### config.mk
export PLATFORM = sky130hd
export DESIGN_NAME = vt57_row_fetch
export DESIGN_NICKNAME = d
export VERILOG_FILES = /design/src/rtl/vt57_row_fetch.sv
export SDC_FILE = /design/constraint.sdc
export NUM_CORES = 1
export LEC_CHECK = 0
export ABC_AREA = 1
export CELL_PAD_IN_SITES_DETAIL_PLACEMENT = 1
export CELL_PAD_IN_SITES_GLOBAL_PLACEMENT = 2
export CORE_ASPECT_RATIO = 1.1
export CORE_MARGIN = 2
export CORE_UTILIZATION = 33
export CTS_BUF_LIST = sky130_fd_sc_hd__clkbuf_8
export DETAILED_ROUTE_END_ITERATION = 10
export PLACE_DENSITY = 0.59
export SLEW_MARGIN = 0
export SYNTH_ARGS = -nofsm -noshare
export SYNTH_HDL_FRONTEND = slang
export SYNTH_SLANG_ARGS = --single-unit
### constraint.sdc
create_clock -name clock -period 11.3 [get_ports clock]
set_clock_uncertainty 0.05 [all_clocks]
set_input_delay 1.13 -clock clock [delete_from_list [all_inputs] [get_ports clock]]
set_output_delay 1.13 -clock clock [all_outputs]
set_load 0.005 [all_outputs]
### src/rtl/vt57_row_fetch.sv
// Character-row DMA fetcher: fills one half of a double-buffered line buffer
// from screen memory each row while the display reads the other half.
`timescale 1ns/1ps
module vt57_row_fetch #(
  parameter int COLS = 80,
  parameter int CW   = 7
) (
  input  logic          clock,
  input  logic          reset_n,
  input  logic [15:0]   cpu_address,
  input  logic [7:0]    cpu_out,
  input  logic          cpu_we,
  input  logic          frame_start,
  input  logic          row_start,
  output logic [15:0]   mem_address,
  output logic          mem_req,
  input  logic          mem_ack,
  input  logic [7:0]    mem_in,
  input  logic [CW-1:0] disp_col,
  output logic [7:0]    disp_data,
  output logic          busy,
  output logic          underrun
);

  localparam int CW1 = CW + 1;
  localparam logic [CW-1:0] LAST_COL = CW'(COLS - 1);
  localparam logic [CW:0]   COLS_W   = CW1'(COLS);

  typedef enum logic [1:0] {IDLE, FETCH, ZERO} state_e;

  state_e        state_q, state_d;
  logic [15:0]   base_q, base_d;
  logic [13:0]   cnt_q, cnt_d;
  logic          en_q, en_d;
  logic          ff_q, ff_d;
  logic          und_q, und_d;
  logic          wbank_q, wbank_d;
  logic [15:0]   ptr_q, ptr_d;
  logic [14:0]   rem_q, rem_d;
  logic [CW-1:0] col_q, col_d;
  logic [7:0]    disp_q;

  logic [7:0]    line_q [2*COLS];
  logic          lb_we;
  logic [7:0]    lb_wdata;
  logic [CW:0]   lb_waddr, lb_raddr;

  logic          wr_addr, wr_cnt, wr_mode;
  logic [14:0]   reload_rem, rem_eff;
  logic          can_start;

  assign wr_addr = cpu_we && (cpu_address == 16'hE004);
  assign wr_cnt  = cpu_we && (cpu_address == 16'hE005);
  assign wr_mode = cpu_we && (cpu_address == 16'hE008);

  // E004/E005 share a single low/high byte toggle, as on the original part
  always_comb begin
    base_d = base_q;
    cnt_d  = cnt_q;
    en_d   = en_q;
    ff_d   = ff_q;
    if (wr_addr) begin
      if (ff_q) base_d[15:8] = cpu_out;
      else      base_d[7:0]  = cpu_out;
      ff_d = !ff_q;
    end
    if (wr_cnt) begin
      if (ff_q) cnt_d[13:8] = cpu_out[5:0];
      else      cnt_d[7:0]  = cpu_out;
      ff_d = !ff_q;
    end
    if (wr_mode) begin
      en_d = cpu_out[2];
      ff_d = 1'b0;
    end
  end

  assign reload_rem = {1'b0, cnt_q} + 15'd1;
  assign rem_eff    = frame_start ? reload_rem : rem_q;
  // a frame_start in the same cycle aborts any fill, so the row may start at once
  assign can_start  = (state_q == IDLE) || frame_start;

  always_comb begin
    state_d  = state_q;
    ptr_d    = ptr_q;
    rem_d    = rem_q;
    col_d    = col_q;
    wbank_d  = wbank_q;
    und_d    = und_q;
    lb_we    = 1'b0;
    lb_wdata = 8'h00;

    if (wr_mode) und_d = 1'b0;

    if (frame_start) begin
      ptr_d   = base_q;
      rem_d   = reload_rem;
      state_d = IDLE;
    end

    if (row_start && can_start) begin
      wbank_d = !wbank_q;
      col_d   = '0;
      state_d = (en_q && (rem_eff != 15'd0)) ? FETCH : ZERO;
    end else if (row_start) begin
      und_d = 1'b1;
    end

    if (!frame_start) begin
      unique case (state_q)
        FETCH: begin
          if (mem_ack) begin
            lb_we    = 1'b1;
            lb_wdata = mem_in;
            ptr_d    = ptr_q + 16'd1;
            rem_d    = rem_q - 15'd1;
            col_d    = col_q + 1'b1;
            if (col_q == LAST_COL)    state_d = IDLE;
            else if (rem_q == 15'd1)  state_d = ZERO;
          end
        end
        ZERO: begin
          lb_we = 1'b1;
          col_d = col_q + 1'b1;
          if (col_q == LAST_COL) state_d = IDLE;
        end
        default: ;
      endcase
    end
  end

  always_ff @(posedge clock or negedge reset_n) begin
    if (!reset_n) begin
      state_q <= IDLE;
      base_q  <= 16'hE6A0;
      cnt_q   <= 14'h095F;
      en_q    <= 1'b1;
      ff_q    <= 1'b0;
      und_q   <= 1'b0;
      wbank_q <= 1'b0;
      ptr_q   <= 16'h0000;
      rem_q   <= 15'd0;
      col_q   <= '0;
    end else begin
      state_q <= state_d;
      base_q  <= base_d;
      cnt_q   <= cnt_d;
      en_q    <= en_d;
      ff_q    <= ff_d;
      und_q   <= und_d;
      wbank_q <= wbank_d;
      ptr_q   <= ptr_d;
      rem_q   <= rem_d;
      col_q   <= col_d;
    end
  end

  // bank 1 occupies the upper COLS entries of the buffer
  assign lb_waddr = wbank_q  ? (COLS_W + {1'b0, col_q})    : {1'b0, col_q};
  assign lb_raddr = !wbank_q ? (COLS_W + {1'b0, disp_col}) : {1'b0, disp_col};

  always_ff @(posedge clock) begin
    if (lb_we) line_q[lb_waddr] <= lb_wdata;
  end

  always_ff @(posedge clock or negedge reset_n) begin
    if (!reset_n)                       disp_q <= 8'h00;
    else if ({1'b0, disp_col} < COLS_W) disp_q <= line_q[lb_raddr];
    else                                disp_q <= 8'h00;
  end

  assign mem_req     = (state_q == FETCH);
  assign mem_address = ptr_q;
  assign busy        = (state_q != IDLE);
  assign underrun    = und_q;
  assign disp_data   = disp_q;

endmodule

==> impl_summary.txt, run 1 <==
----------------------------------------------------
[Setup path]
  Type of element launching the critical path ... input pin
  Highest fanout seen on the critical path ... 40
  Crit path top cell by count ... buf_4
  Launching element of the worst setup path ... frame_start
  Required time at the worst-slack endpoint ... 11820 ps
  Endpoint kind of the worst setup timing path ... register
  Series of cell instances along the critical path ... clkdlybuf4s50_1 > buf_4 > inv_2 > buf_4 > nand2_1 > a21oi_2 > inv_1 > nor2_4 > nand2_2 > nor2_1
  Cell at the slowest stage of the critical path ... nor2_1
  Worst reg2reg path startpoint ... state_q[1]
  Worst path max stage delay ... 860 ps
  Reg-to-Reg End ... line_q[78][2]
  Worst-case register-to-register setup slack ... 7290 ps
  Worst path top cell family by delay ... simple AND/OR/NAND/NOR gates
  Critical Path Stages ... 10
  Buffers plus inverters on the worst setup path ... 5
  Capturing instance or port of the critical path ... line_q[72][1]
  Worst R2R Path Depth ... 9
  Classification of the worst setup path ... in -> reg
  Data arrival, critical path ... 4820 ps

[Floorplan]
  Placement row count ... 159
  I/O pin count ... 72
  Initial core utilization ... between 30% and 40%
  Die Area ... 175000 um2
  Vertical extent of the die ... 439 um
  Floorplan core area ... 171000 um2
  Die Width ... 399 um

[Clock network]
  CTS sink cnt ... 1362
  Hold Buf Count CTS ... 0
  Clock root buffer ... clkbuf_8
  Post-CTS setup repair buffer count ... 0
  Clock tree from TritonCTS ... built
  Largest buffer count on any clock path ... 3
  Skew-Pair Late Insertion Delay ... slightly below 1000 ps
  Num CTS Buffers ... 224
  Clock transition time at the flip-flop clock pins of the worst setup and hold paths ... 70 ps
  Max H-tree Level ... 4
  Resize count post-CTS ... 0

[Pwr]
  Overall power consumption ... about 11 mW
  LEAKAGE ... 23.9 nW
  Max rail drop VDD ... 0.150 mV
  Power density over the cells ... approximately 170 nW/um2

[Global route]
  First-pass GRT wire length ... roughly 270000 um
  Initial antenna violation count ... 7
  Overall fraction of global-route tracks in use ... 21.0%
  Overflow left after global routing ... 0
  Via count of the first global-routing pass ... 40000
  Largest net degree at the start of global routing ... 173

[Route]
  Drc violations ... 0
  Detail Route Antenna Nets ... 0
  Total Wirelength ... around 180000 um
  Initial DRC Count ... about 2400
  Routed via count divided by cell count ... 5.06
  Count of TritonRoute iterations in the first routing pass ... 5
  Vias ... 37600
  Wire length per cell ... 24.6 um

[Final layout]
  Final-layout fill cell count ... 18500
  Commonest cells after routing, fill and taps aside ... nand2_1 (1410), edfxtp_1 (1280), nand3_1 (1144), nor2_1 (309), clkbuf_8 (238)
  Area delta synth->final ... 11.9%
  Number of standard cells in the final layout excluding fillers ... 7444
  Most frequent standard cell in the layout excluding fill and tap cells ... nand2_1
  Total Nets Final ... 5074
  Fraction of layout cells with a size suffix above 1 ... 7.86%

[Placement]
  Cell count after placement ... 7043
  Final weighted congestion in routability-driven placement ... around 0.75
  HPWL after DPL ... between 100000 and 150000 um
  Number of port buffers ... 71

[Synthesis]
  Post-synth cell types ... 43
  Synthesized Nets ... roughly 5000
  Synth warnings ... 0
  Leading area contributor after synthesis ... edfxtp_1
  Synthesized instance count ... roughly 5000
  Fraction of synthesis flops using an asynchronous set or reset pin ... 6.02%
  Top post-synthesis cells by area ... edfxtp_1 (68%), nand3_1 (10%), nand2_1 (9.3%)
  Mapped Area ... 56700 um2
  Number of storage elements in the synthesis netlist ... about 1400
  Area share of the largest cell type after synthesis ... 67.8%
  Average instance area after synthesis ... 11.4 um2
  Prevailing post-synth register cell ... edfxtp_1
  Number of synthesized flops with an enable pin ... 1280
  Register area share after synthesis ... 71.4%

[STA]
  Sum of negative setup slack ... 0 ps
  Worst slew margin ... a little under a fifth
  Worst hold margin ... 169 ps
  Share of the clock period used by the worst path after layout ... 38.1%
  Tmin final ... 4300 ps
  Worst Max-Slew Pin Slew ... about 1200 ps
  Final slew viol count ... 0
  # setup viols final ... 0
  Final-report hold violation count ... 0
  Fmax achieved ... 232 MHz
  Unrepaired setup endpoints after global routing ... no

[Job]
  Reported max-cap violation count ... 0

[Status]
  Status ... finished, final reports clean

[Min path]
  Min-Delay Path Class ... in -> async

----------------------------------------------------
synthesized netlist by cell type (29+ instances only):
library cell and n:
o21ai_0 114, nor2_1 317, a21oi_1 42, buf_2 155
nand3_1 1144, clkbuf_1 80, buf_4 37, o21ai_1 29
nand2_1 1410, edfxtp_1 1280, dfrtp_1 66, inv_1 107
cell type report:
cell class	count	area [um2]	share of cell area, %
Antenna cell	1	2.50	0.00394
Clock buffer	238	3280	5.16
Sequential cell	1362	40500	63.8
Inverter	113	445	0.702
Tap cell	2254	2820	4.44
Clock inverter	162	876	1.38
Multi-Input combinational cell	3194	14300	22.5
Timing Repair Buffer	120	1250	1.97
logic make-up after synthesis:
family / after synthesis / share of synthesized area (%)
buf+inv: 414 / 3.51
flops: 1362 / 71.4
mux: 1 / 0.0176
simple gates: 2927 / 22.2
xor+xnor: 11 / 0.170
fa+ha+maj: 14 / 0.309
compound gates: 241 / 2.38
state kept, by name, summed over array words and instances, names as in the netlist:
| name | cells |
|---|---|
| disp_data | 8 |
| cnt_q | 14 |
| mem_address | 16 |
| line_q | 1280 |
| wbank_q | 1 |
| col_q | 7 |
| state_q | 2 |
| rem_q | 15 |
| ff_q | 1 |
| underrun | 1 |
| en_q | 1 |
| base_q | 16 |
worst min-delay path by stage:
stage | slack (ps) | depth (start not counted) | to
after floorplan | 400 | 2 | base_q[8]
after global placement | 420 | 2 | base_q[8]
after detailed placement | 430 | 2 | base_q[8]
after CTS | 60 | 1 | mem_address[12]
after global routing | 150 | 1 | underrun
final | 170 | 1 | underrun
through the flow:
stage                     setup WS, ps  utilization, %  instance area, um2
after floorplan                   4580               -               56700
after global placement            5950            34.8               59300
after detailed placement          5970            34.8               59300
after CTS                         7060            37.2               63500
after global routing              6790            37.2               63500
final                             7000            37.2               63500
per-layer routing:
metal  global-route usage [%]  vias up  part of all wire [%]
li1                         -    17600                     -
met1                     28.4    19100                    46
met2                     35.0      731                    48
met3                     3.41      231                   4.0
met4                     5.41        6                   1.9
met5                        0        -                 0.026
power by group:
part / switching [mW] / internal, mW / leakage (nW)
clock network: 2.05 / 2.07 / 2.39
registers: 0.0453 / 5.46 / 15.5
logic: 0.732 / 0.227 / 5.97
total: 2.82 / 7.76 / 23.9
Power figures use the tool's default switching activity.
==> run 2: changes to the inputs <==
--- a/config.mk
+++ b/config.mk
@@ -13,7 +13,7 @@
 export CORE_UTILIZATION = 33
 export CTS_BUF_LIST = sky130_fd_sc_hd__clkbuf_8
 export DETAILED_ROUTE_END_ITERATION = 10
-export PLACE_DENSITY = 0.59
+export PLACE_DENSITY = 0.62
 export SLEW_MARGIN = 0
 export SYNTH_ARGS = -nofsm -noshare
 export SYNTH_HDL_FRONTEND = slang
==> constraint.sdc (replaced) <==
create_clock -name clock -period 3.8 [get_ports clock]
set_clock_uncertainty 0.05 [all_clocks]
set_input_delay 0.38 -clock clock [delete_from_list [all_inputs] [get_ports clock]]
set_output_delay 0.38 -clock clock [all_outputs]
set_load 0.005 [all_outputs]
==> impl_summary.txt, run 2 (same netlist as run 1, synthesis figures left out) <==
----------------------------------------------------
[Pwr]
  LEAKAGE ... 25.2 nW (was 23.9 nW)
  Power density over the cells ... 477 nW/um2 (was 167 nW/um2)
  Reg power frac ... 52.2% (was 52.0%)
  Net Sw Power ... 8.33 mW (was 2.82 mW)
  Relative contribution of the clock network to total power ... 38.1% (was 38.9%)
  Switching Share ... 26.6% (was 26.7%)
  Cell-internal power ... 22.9 mW (was 7.76 mW)
  Gate power share ... 9.6% (was 9.1%)
  Max rail drop VDD ... 0.401 mV (was 0.150 mV)

[Global route]
  Via count of the first global-routing pass ... 40700 (was 40000)
  Grt met3 use ... 2.85% (was 3.41%)
  Initial antenna violation count ... 3 (was 7)
  Met1 track demand over resource in global routing ... 29.0% (was 28.4%)
  Global-route track usage on met2 ... 34.6% (was 35.0%)
  Gr busiest metal ... met2 (unchanged)
  Overflow left after global routing ... 0 (unchanged)
  Overall fraction of global-route tracks in use ... 21.1% (was 21.0%)
  Largest net degree at the start of global routing ... 110 (was 173)
  First-pass GRT wire length ... 273000 um (was 270000 um)

[Clock network]
  CTS sink cnt ... 1362 (unchanged)
  Max H-tree Level ... 4 (unchanged)
  Post-CTS setup repair buffer count ... 0 (unchanged)
  Clock transition time at the flip-flop clock pins of the worst setup and hold paths ... 70 ps (about the same)
  Hold Buf Count CTS ... 7 (was 0)
  Skew-Pair Late Insertion Delay ... 960 ps (was 980 ps)
  Largest buffer count on any clock path ... 3 (unchanged)
  Num CTS Buffers ... 224 (unchanged)
  Clock root buffer ... clkbuf_8 (unchanged)
  Clock tree from TritonCTS ... built (unchanged)
  Resize count post-CTS ... 0 (unchanged)

[Floorplan]
  Placement row count ... 159 (unchanged)
  Floorplan core area ... 171000 um2 (unchanged)
  Vertical extent of the die ... 439 um (unchanged)
  Die Width ... 399 um (unchanged)
  Initial core utilization ... 33.2% (unchanged)
  Die Area ... 175000 um2 (unchanged)
  I/O pin count ... 72 (unchanged)

[Status]
  Status ... finished, final reports clean (unchanged)

[STA]
  Worst Max-Slew Pin Slew ... 1010 ps (was 1220 ps)
  Tmin final ... 3360 ps
  Worst slew margin ... 33.0% (was 18.1%)
  Worst hold margin ... 107 ps (was 169 ps)
  Final slew viol count ... 0 (unchanged)
  Unrepaired setup endpoints after global routing ... no (unchanged)
  Share of the clock period used by the worst path after layout ... roughly 88%
  # setup viols final ... 0 (unchanged)
  Final-report hold violation count ... 0 (unchanged)
  Fmax achieved ... roughly 300 MHz
  Sum of negative setup slack ... 0 ps (unchanged)
  PnR worst setup slack ... 437 ps (was 7000 ps)

[Final layout]
  Most frequent standard cell in the layout excluding fill and tap cells ... nand2_1 (unchanged)
  Commonest cells after routing, fill and taps aside ... nand2_1 (1410), edfxtp_1 (1280), nand3_1 (1144), nor2_1 (309), buf_4 (249) (was nand2_1 (1410), edfxtp_1 (1280), nand3_1 (1144), nor2_1 (309), clkbuf_8 (238))
  Layout Utilization ... 38.4% (was 37.2%)
  Fraction of layout cells with a size suffix above 1 ... 11.1% (was 7.86%)
  Top reg by flops ... line_q (unchanged)
  Number of standard cells in the final layout excluding fillers ... 7694 (was 7444)
  Total Nets Final ... 5316 (was 5074)
  Flip-flop count of the largest register after layout ... 1280 (unchanged)
  Area delta synth->final ... 15.5% (was 11.9%)

[Route]
  Initial DRC Count ... 2769 (was 2404)
  Drc violations ... 0 (unchanged)
  Routed via count divided by cell count ... 5.04 (was 5.06)
  Detail Route Antenna Nets ... 0 (unchanged)
  Total Wirelength ... 184000 um (was 183000 um)
  Vias ... 38800 (was 37600)
  Count of TritonRoute iterations in the first routing pass ... 6 (was 5)
  Wire length per cell ... 23.9 um (was 24.6 um)

[Setup path]
  Required time at the worst-slack endpoint ... 4340 ps (was 11820 ps)
  Classification of the worst setup path ... reg -> reg (was in -> reg)
  Endpoint kind of the worst setup timing path ... register (unchanged)
  Highest fanout seen on the critical path ... 8 (was 40)
  Data arrival, critical path ... 3910 ps (was 4820 ps)
  Type of element launching the critical path ... register (was input pin)

[Placement]
  Number of port buffers ... 71 (unchanged)
  Final weighted congestion in routability-driven placement ... 0.786 (was 0.753)
  HPWL after DPL ... 112000 um (was 101000 um)
  Worst setup slack before clock tree synthesis ... 194 ps (was 5970 ps)
  Cell count after placement ... 7278 (was 7043)

[Job]
  Reported max-cap violation count ... 0 (unchanged)

[Min path]
  Min-Delay Path Class ... in -> reg (was in -> async)

----------------------------------------------------
-- run 2: changes by cell type in the layout (fill, tap and decap cells not counted), moves of 11 or more --
| cell | previous run | this run |
|---|---|---|
| inv_1 | 172 | 195 |
| buf_12 | 13 | 38 |
| clkbuf_8 | 238 | 227 |
| clkinv_2 | 39 | 16 |
| buf_4 | 38 | 249 |
| clkinv_1 | 39 | 61 |
-- run 2: power groups by stage --
| stage | Clock, mW | Combinational (mW) | Sequential (mW) |
|---|---|---|---|
| floorplan | 0 | 1.54 | 16.6 |
| global placement | 0 | 3.03 | 16.6 |
| detailed placement | 0 | 3.04 | 16.6 |
| CTS | 12.3 | 3.05 | 16.3 |
| global route | 12.9 | 3.23 | 16.3 |
| finish | 11.9 | 3.01 | 16.3 |
-- run 2: worst max-delay path: stages, from the launching register on --
cell,delay (ps)
dfrtp_1,380
inv_1,80
ha_1,270
nand2_1,100
a21oi_2,360
inv_1,350
nor2_4,230
nand2_2,460
nor2_1,710
-- run 2: worst paths after layout --
kind / endpoint / slack [ps] / from / cells after the start
worst max-delay path: line_q[131][7] / 440 / state_q[0] / 8
worst min-delay path: cnt_q[1] / 110 / cpu_out[1] / 3
worst max register to register: line_q[131][7] / 440 / state_q[0] / 8
worst min register to register: base_q[8] / 440 / base_q[8] / 2
max in group asynchronous: base_q[5] / 2690 / reset_n / 4
min in group asynchronous: cnt_q[2] / 600 / reset_n / 3
-- run 2: cell type report --
| type | instances | area [um2] |
|---|---|---|
| multi-input cells | 3194 | 14300 |
| fillers | 18600 | 105000 |
| diodes | 2 | 5.00 |
| clock inverters | 180 | 912 |
| flip-flops and latches | 1362 | 40500 |
| clock buffers | 227 | 3120 |
| inverters | 113 | 445 |
| well taps | 2254 | 2820 |
| repair buffers | 362 | 3390 |
-- run 2: metal layers --
layer / up-vias / wire (um)
met1: 19700 / 83700
li1: 18100 / -
met3: 246 / 7370
met4: 0 / 4690
met5: - / 0
met2: 766 / 88300
-- run 2: through the flow --
stage | instance area, um2 | power [mW]
3_5_place_dp | 61400 | 19.7
2_1_floorplan | 56700 | 18.1
5_1_grt | 65500 | 32.5
3_3_place_gp | 61400 | 19.7
6_report | 65500 | 31.3
4_1_cts | 65500 | 31.7
==> run 3: changes to the inputs <==
--- a/config.mk
+++ b/config.mk
@@ -10,10 +10,10 @@
 export CELL_PAD_IN_SITES_GLOBAL_PLACEMENT = 2
 export CORE_ASPECT_RATIO = 1.1
 export CORE_MARGIN = 2
-export CORE_UTILIZATION = 33
+export CORE_UTILIZATION = 45
 export CTS_BUF_LIST = sky130_fd_sc_hd__clkbuf_8
 export DETAILED_ROUTE_END_ITERATION = 10
-export PLACE_DENSITY = 0.62
+export PLACE_DENSITY = 0.78
 export SLEW_MARGIN = 0
 export SYNTH_ARGS = -nofsm -noshare
 export SYNTH_HDL_FRONTEND = slang
==> constraint.sdc (replaced) <==
create_clock -name clock -period 3.2 [get_ports clock]
set_clock_uncertainty 0.05 [all_clocks]
set_input_delay 0.32 -clock clock [delete_from_list [all_inputs] [get_ports clock]]
set_output_delay 0.32 -clock clock [all_outputs]
set_load 0.005 [all_outputs]
==> impl_summary.txt, run 3 (same netlist as run 1, synthesis figures left out) <==
----------------------------------------------------
[Global route]
  Initial antenna violation count ... 4 (was 3)
  Via count of the first global-routing pass ... 41100 (was 40700)
  First-pass GRT wire length ... 259000 um (was 273000 um)
  Largest net degree at the start of global routing ... 161 (was 110)
  Overflow left after global routing ... 0 (unchanged)
  Overall fraction of global-route tracks in use ... 27.0% (was 21.1%)

[Clock network]
  Max H-tree Level ... 4 (unchanged)
  Largest buffer count on any clock path ... 3 (unchanged)
  Post-CTS setup repair buffer count ... 0 (unchanged)
  CTS sink cnt ... 1362 (unchanged)
  Clock transition time at the flip-flop clock pins of the worst setup and hold paths ... 70 ps (about the same)
  Num CTS Buffers ... 214 (was 224)
  Resize count post-CTS ... 0 (unchanged)
  Skew-Pair Late Insertion Delay ... 930 ps (was 960 ps)
  Clock tree from TritonCTS ... built (unchanged)
  Hold Buf Count CTS ... 7 (unchanged)
  Clock root buffer ... clkbuf_8 (unchanged)

[Final layout]
  Number of standard cells in the final layout excluding fillers ... 7095 (was 7694)
  Commonest cells after routing, fill and taps aside ... nand2_1 (1410), edfxtp_1 (1280), nand3_1 (1144), nor2_1 (308), buf_4 (255) (was nand2_1 (1410), edfxtp_1 (1280), nand3_1 (1144), nor2_1 (309), buf_4 (249))
  Final-layout fill cell count ... 13200 (was 18600)
  Total Nets Final ... 5319 (was 5316)
  Area delta synth->final ... 14.4% (was 15.5%)
  Top reg by flops ... line_q (unchanged)
  Fraction of layout cells with a size suffix above 1 ... 11.6% (was 11.1%)
  Flip-flop count of the largest register after layout ... 1280 (unchanged)
  Most frequent standard cell in the layout excluding fill and tap cells ... nand2_1 (unchanged)
  Cell area after layout ... 64900 um2 (was 65500 um2)

[Pwr]
  Switching Share ... 26.2% (was 26.6%)
  Power density over the cells ... 568 nW/um2 (was 477 nW/um2)
  Relative contribution of the clock network to total power ... 37.9% (was 38.1%)
  Net Sw Power ... 9.65 mW (was 8.33 mW)
  Cell-internal power ... 27.2 mW (was 22.9 mW)
  LEAKAGE ... 25.3 nW (was 25.2 nW)
  Reg power frac ... 52.6% (was 52.2%)
  Max rail drop VDD ... 0.501 mV (was 0.401 mV)
  Gate power share ... 9.5% (was 9.6%)

[Route]
  Wire length per cell ... 24.3 um (was 23.9 um)
  Detail Route Antenna Nets ... 0 (unchanged)
  Drc violations ... 0 (unchanged)
  Vias ... 39400 (was 38800)
  Routed via count divided by cell count ... 5.55 (was 5.04)
  Initial DRC Count ... 3104 (was 2769)
  Total Wirelength ... 172000 um (was 184000 um)
  Count of TritonRoute iterations in the first routing pass ... 5 (was 6)

[STA]
  Worst hold margin ... 85.6 ps (was 107 ps)
  # setup viols final ... 0 (unchanged)
  Final slew viol count ... 0 (unchanged)
  Unrepaired setup endpoints after global routing ... no (unchanged)
  Fmax achieved ... 340 MHz (was 297 MHz)
  Sum of negative setup slack ... 0 ps (unchanged)
  Worst slew margin ... 26.8% (was 33.0%)
  Worst Max-Slew Pin Slew ... 1090 ps (was 1010 ps)
  Tmin final ... 2940 ps (was 3360 ps)
  PnR worst setup slack ... 262 ps (was 437 ps)
  Share of the clock period used by the worst path after layout ... 91.8% (was 88.5%)
  Final-report hold violation count ... 0 (unchanged)

[Placement]
  HPWL after DPL ... 105000 um (was 112000 um)
  Cell count after placement ... 6693 (was 7278)
  Worst setup slack before clock tree synthesis ... 30.7 ps (was 194 ps)
  Number of port buffers ... 71 (unchanged)
  Post-Place Cell Area ... 60800 um2 (was 61400 um2)
  Final weighted congestion in routability-driven placement ... 0.874 (was 0.786)

[Setup path]
  Critical Path Stages ... 7 (was 8)
  Cell at the slowest stage of the critical path ... dfrtp_1 (was nor2_1)
  Classification of the worst setup path ... reg -> reg (unchanged)
  Worst R2R Path Depth ... 7 (was 8)
  Data arrival, critical path ... 3510 ps (was 3910 ps)
  Series of cell instances along the critical path ... inv_1 > o21ai_0 > o21ai_0 > nor2_1 > nand2_1 > nor2_1 > buf_4 (was inv_1 > ha_1 > nand2_1 > a21oi_2 > inv_1 > nor2_4 > nand2_2 > nor2_1)
  Endpoint kind of the worst setup timing path ... register (unchanged)
  Type of element launching the critical path ... register (unchanged)
  Required time at the worst-slack endpoint ... 3770 ps (was 4340 ps)
  Worst path top cell family by delay ... simple AND/OR/NAND/NOR gates (unchanged)
  Worst path max stage delay ... 700 ps (was 710 ps)
  Highest fanout seen on the critical path ... 16 (was 8)
  Buffers plus inverters on the worst setup path ... 2 (unchanged)

[Job]
  Reported max-cap violation count ... 0 (unchanged)

[Min path]
  Min-Delay Path Class ... in -> reg (unchanged)
  Cell depth of the worst hold path ... 3 (unchanged)

[Floorplan]
  Initial core utilization ... 45.3% (was 33.2%)
  Die Area ... 129000 um2 (was 175000 um2)
  I/O pin count ... 72 (unchanged)
  Vertical extent of the die ... 376 um (was 439 um)
  Floorplan core area ... 125000 um2 (was 171000 um2)
  Placement row count ... 136 (was 159)
  Die Width ... 342 um (was 399 um)

[Status]
  Status ... finished, final reports clean (unchanged)

----------------------------------------------------
==> run 3: final timing paths <==
check                      slack (ps)        from             to
max                               260     wbank_q  line_q[95][1]
min                                90  cpu_out[2]     base_q[10]
max reg2reg                       260     wbank_q  line_q[95][1]
min reg2reg                       440   base_q[8]      base_q[8]
max in group asynchronous        2160     reset_n      cnt_q[11]
min in group asynchronous         570     reset_n     base_q[15]
==> run 3: routing by layer <==
| metal | part of all wire, % | routed length, um | track usage, % |
|---|---|---|---|
| met1 | 43 | 74200 | 36.5 |
| met2 | 49 | 83900 | 44.5 |
| met5 | 0.015 | 25 | 0 |
| met4 | 2.9 | 4940 | 8.79 |
| met3 | 5.4 | 9320 | 4.44 |
==> run 3: worst min-delay path, cell delays in order <==
cell,delay (ps)
clkdlybuf4s50_1,410
inv_1,190
o21ai_0,120
==> run 3: power groups by stage <==
stage / sequential [mW] / clock [mW] / combinational, mW
6_report: 19.4 / 14.0 / 3.51
5_1_grt: 19.4 / 15.0 / 3.72
4_1_cts: 19.4 / 14.2 / 3.48
3_5_place_dp: 19.8 / 0 / 3.46
3_3_place_gp: 19.8 / 0 / 3.42
2_1_floorplan: 19.7 / 0 / 1.83
==> run 3: per-stage QoR <==
stage	util, %	power [mW]
5_1_grt	51.9	38.1
2_1_floorplan	-	21.5
6_report	51.9	36.9
4_1_cts	51.9	37.1
3_5_place_dp	48.6	23.2
3_3_place_gp	48.6	23.2
==> run 3: area by class of cell <==
| type | instances | area (um2) | share of cell area [%] |
|---|---|---|---|
| multi-input cells | 3194 | 14300 | 22.0 |
| diodes | 1 | 2.50 | 0.00386 |
| flip-flops and latches | 1362 | 40500 | 62.4 |
| clock buffers | 218 | 3000 | 4.62 |
| inverters | 113 | 444 | 0.684 |
| well taps | 1656 | 2070 | 3.19 |
| repair buffers | 375 | 3580 | 5.51 |
| clock inverters | 176 | 990 | 1.52 |
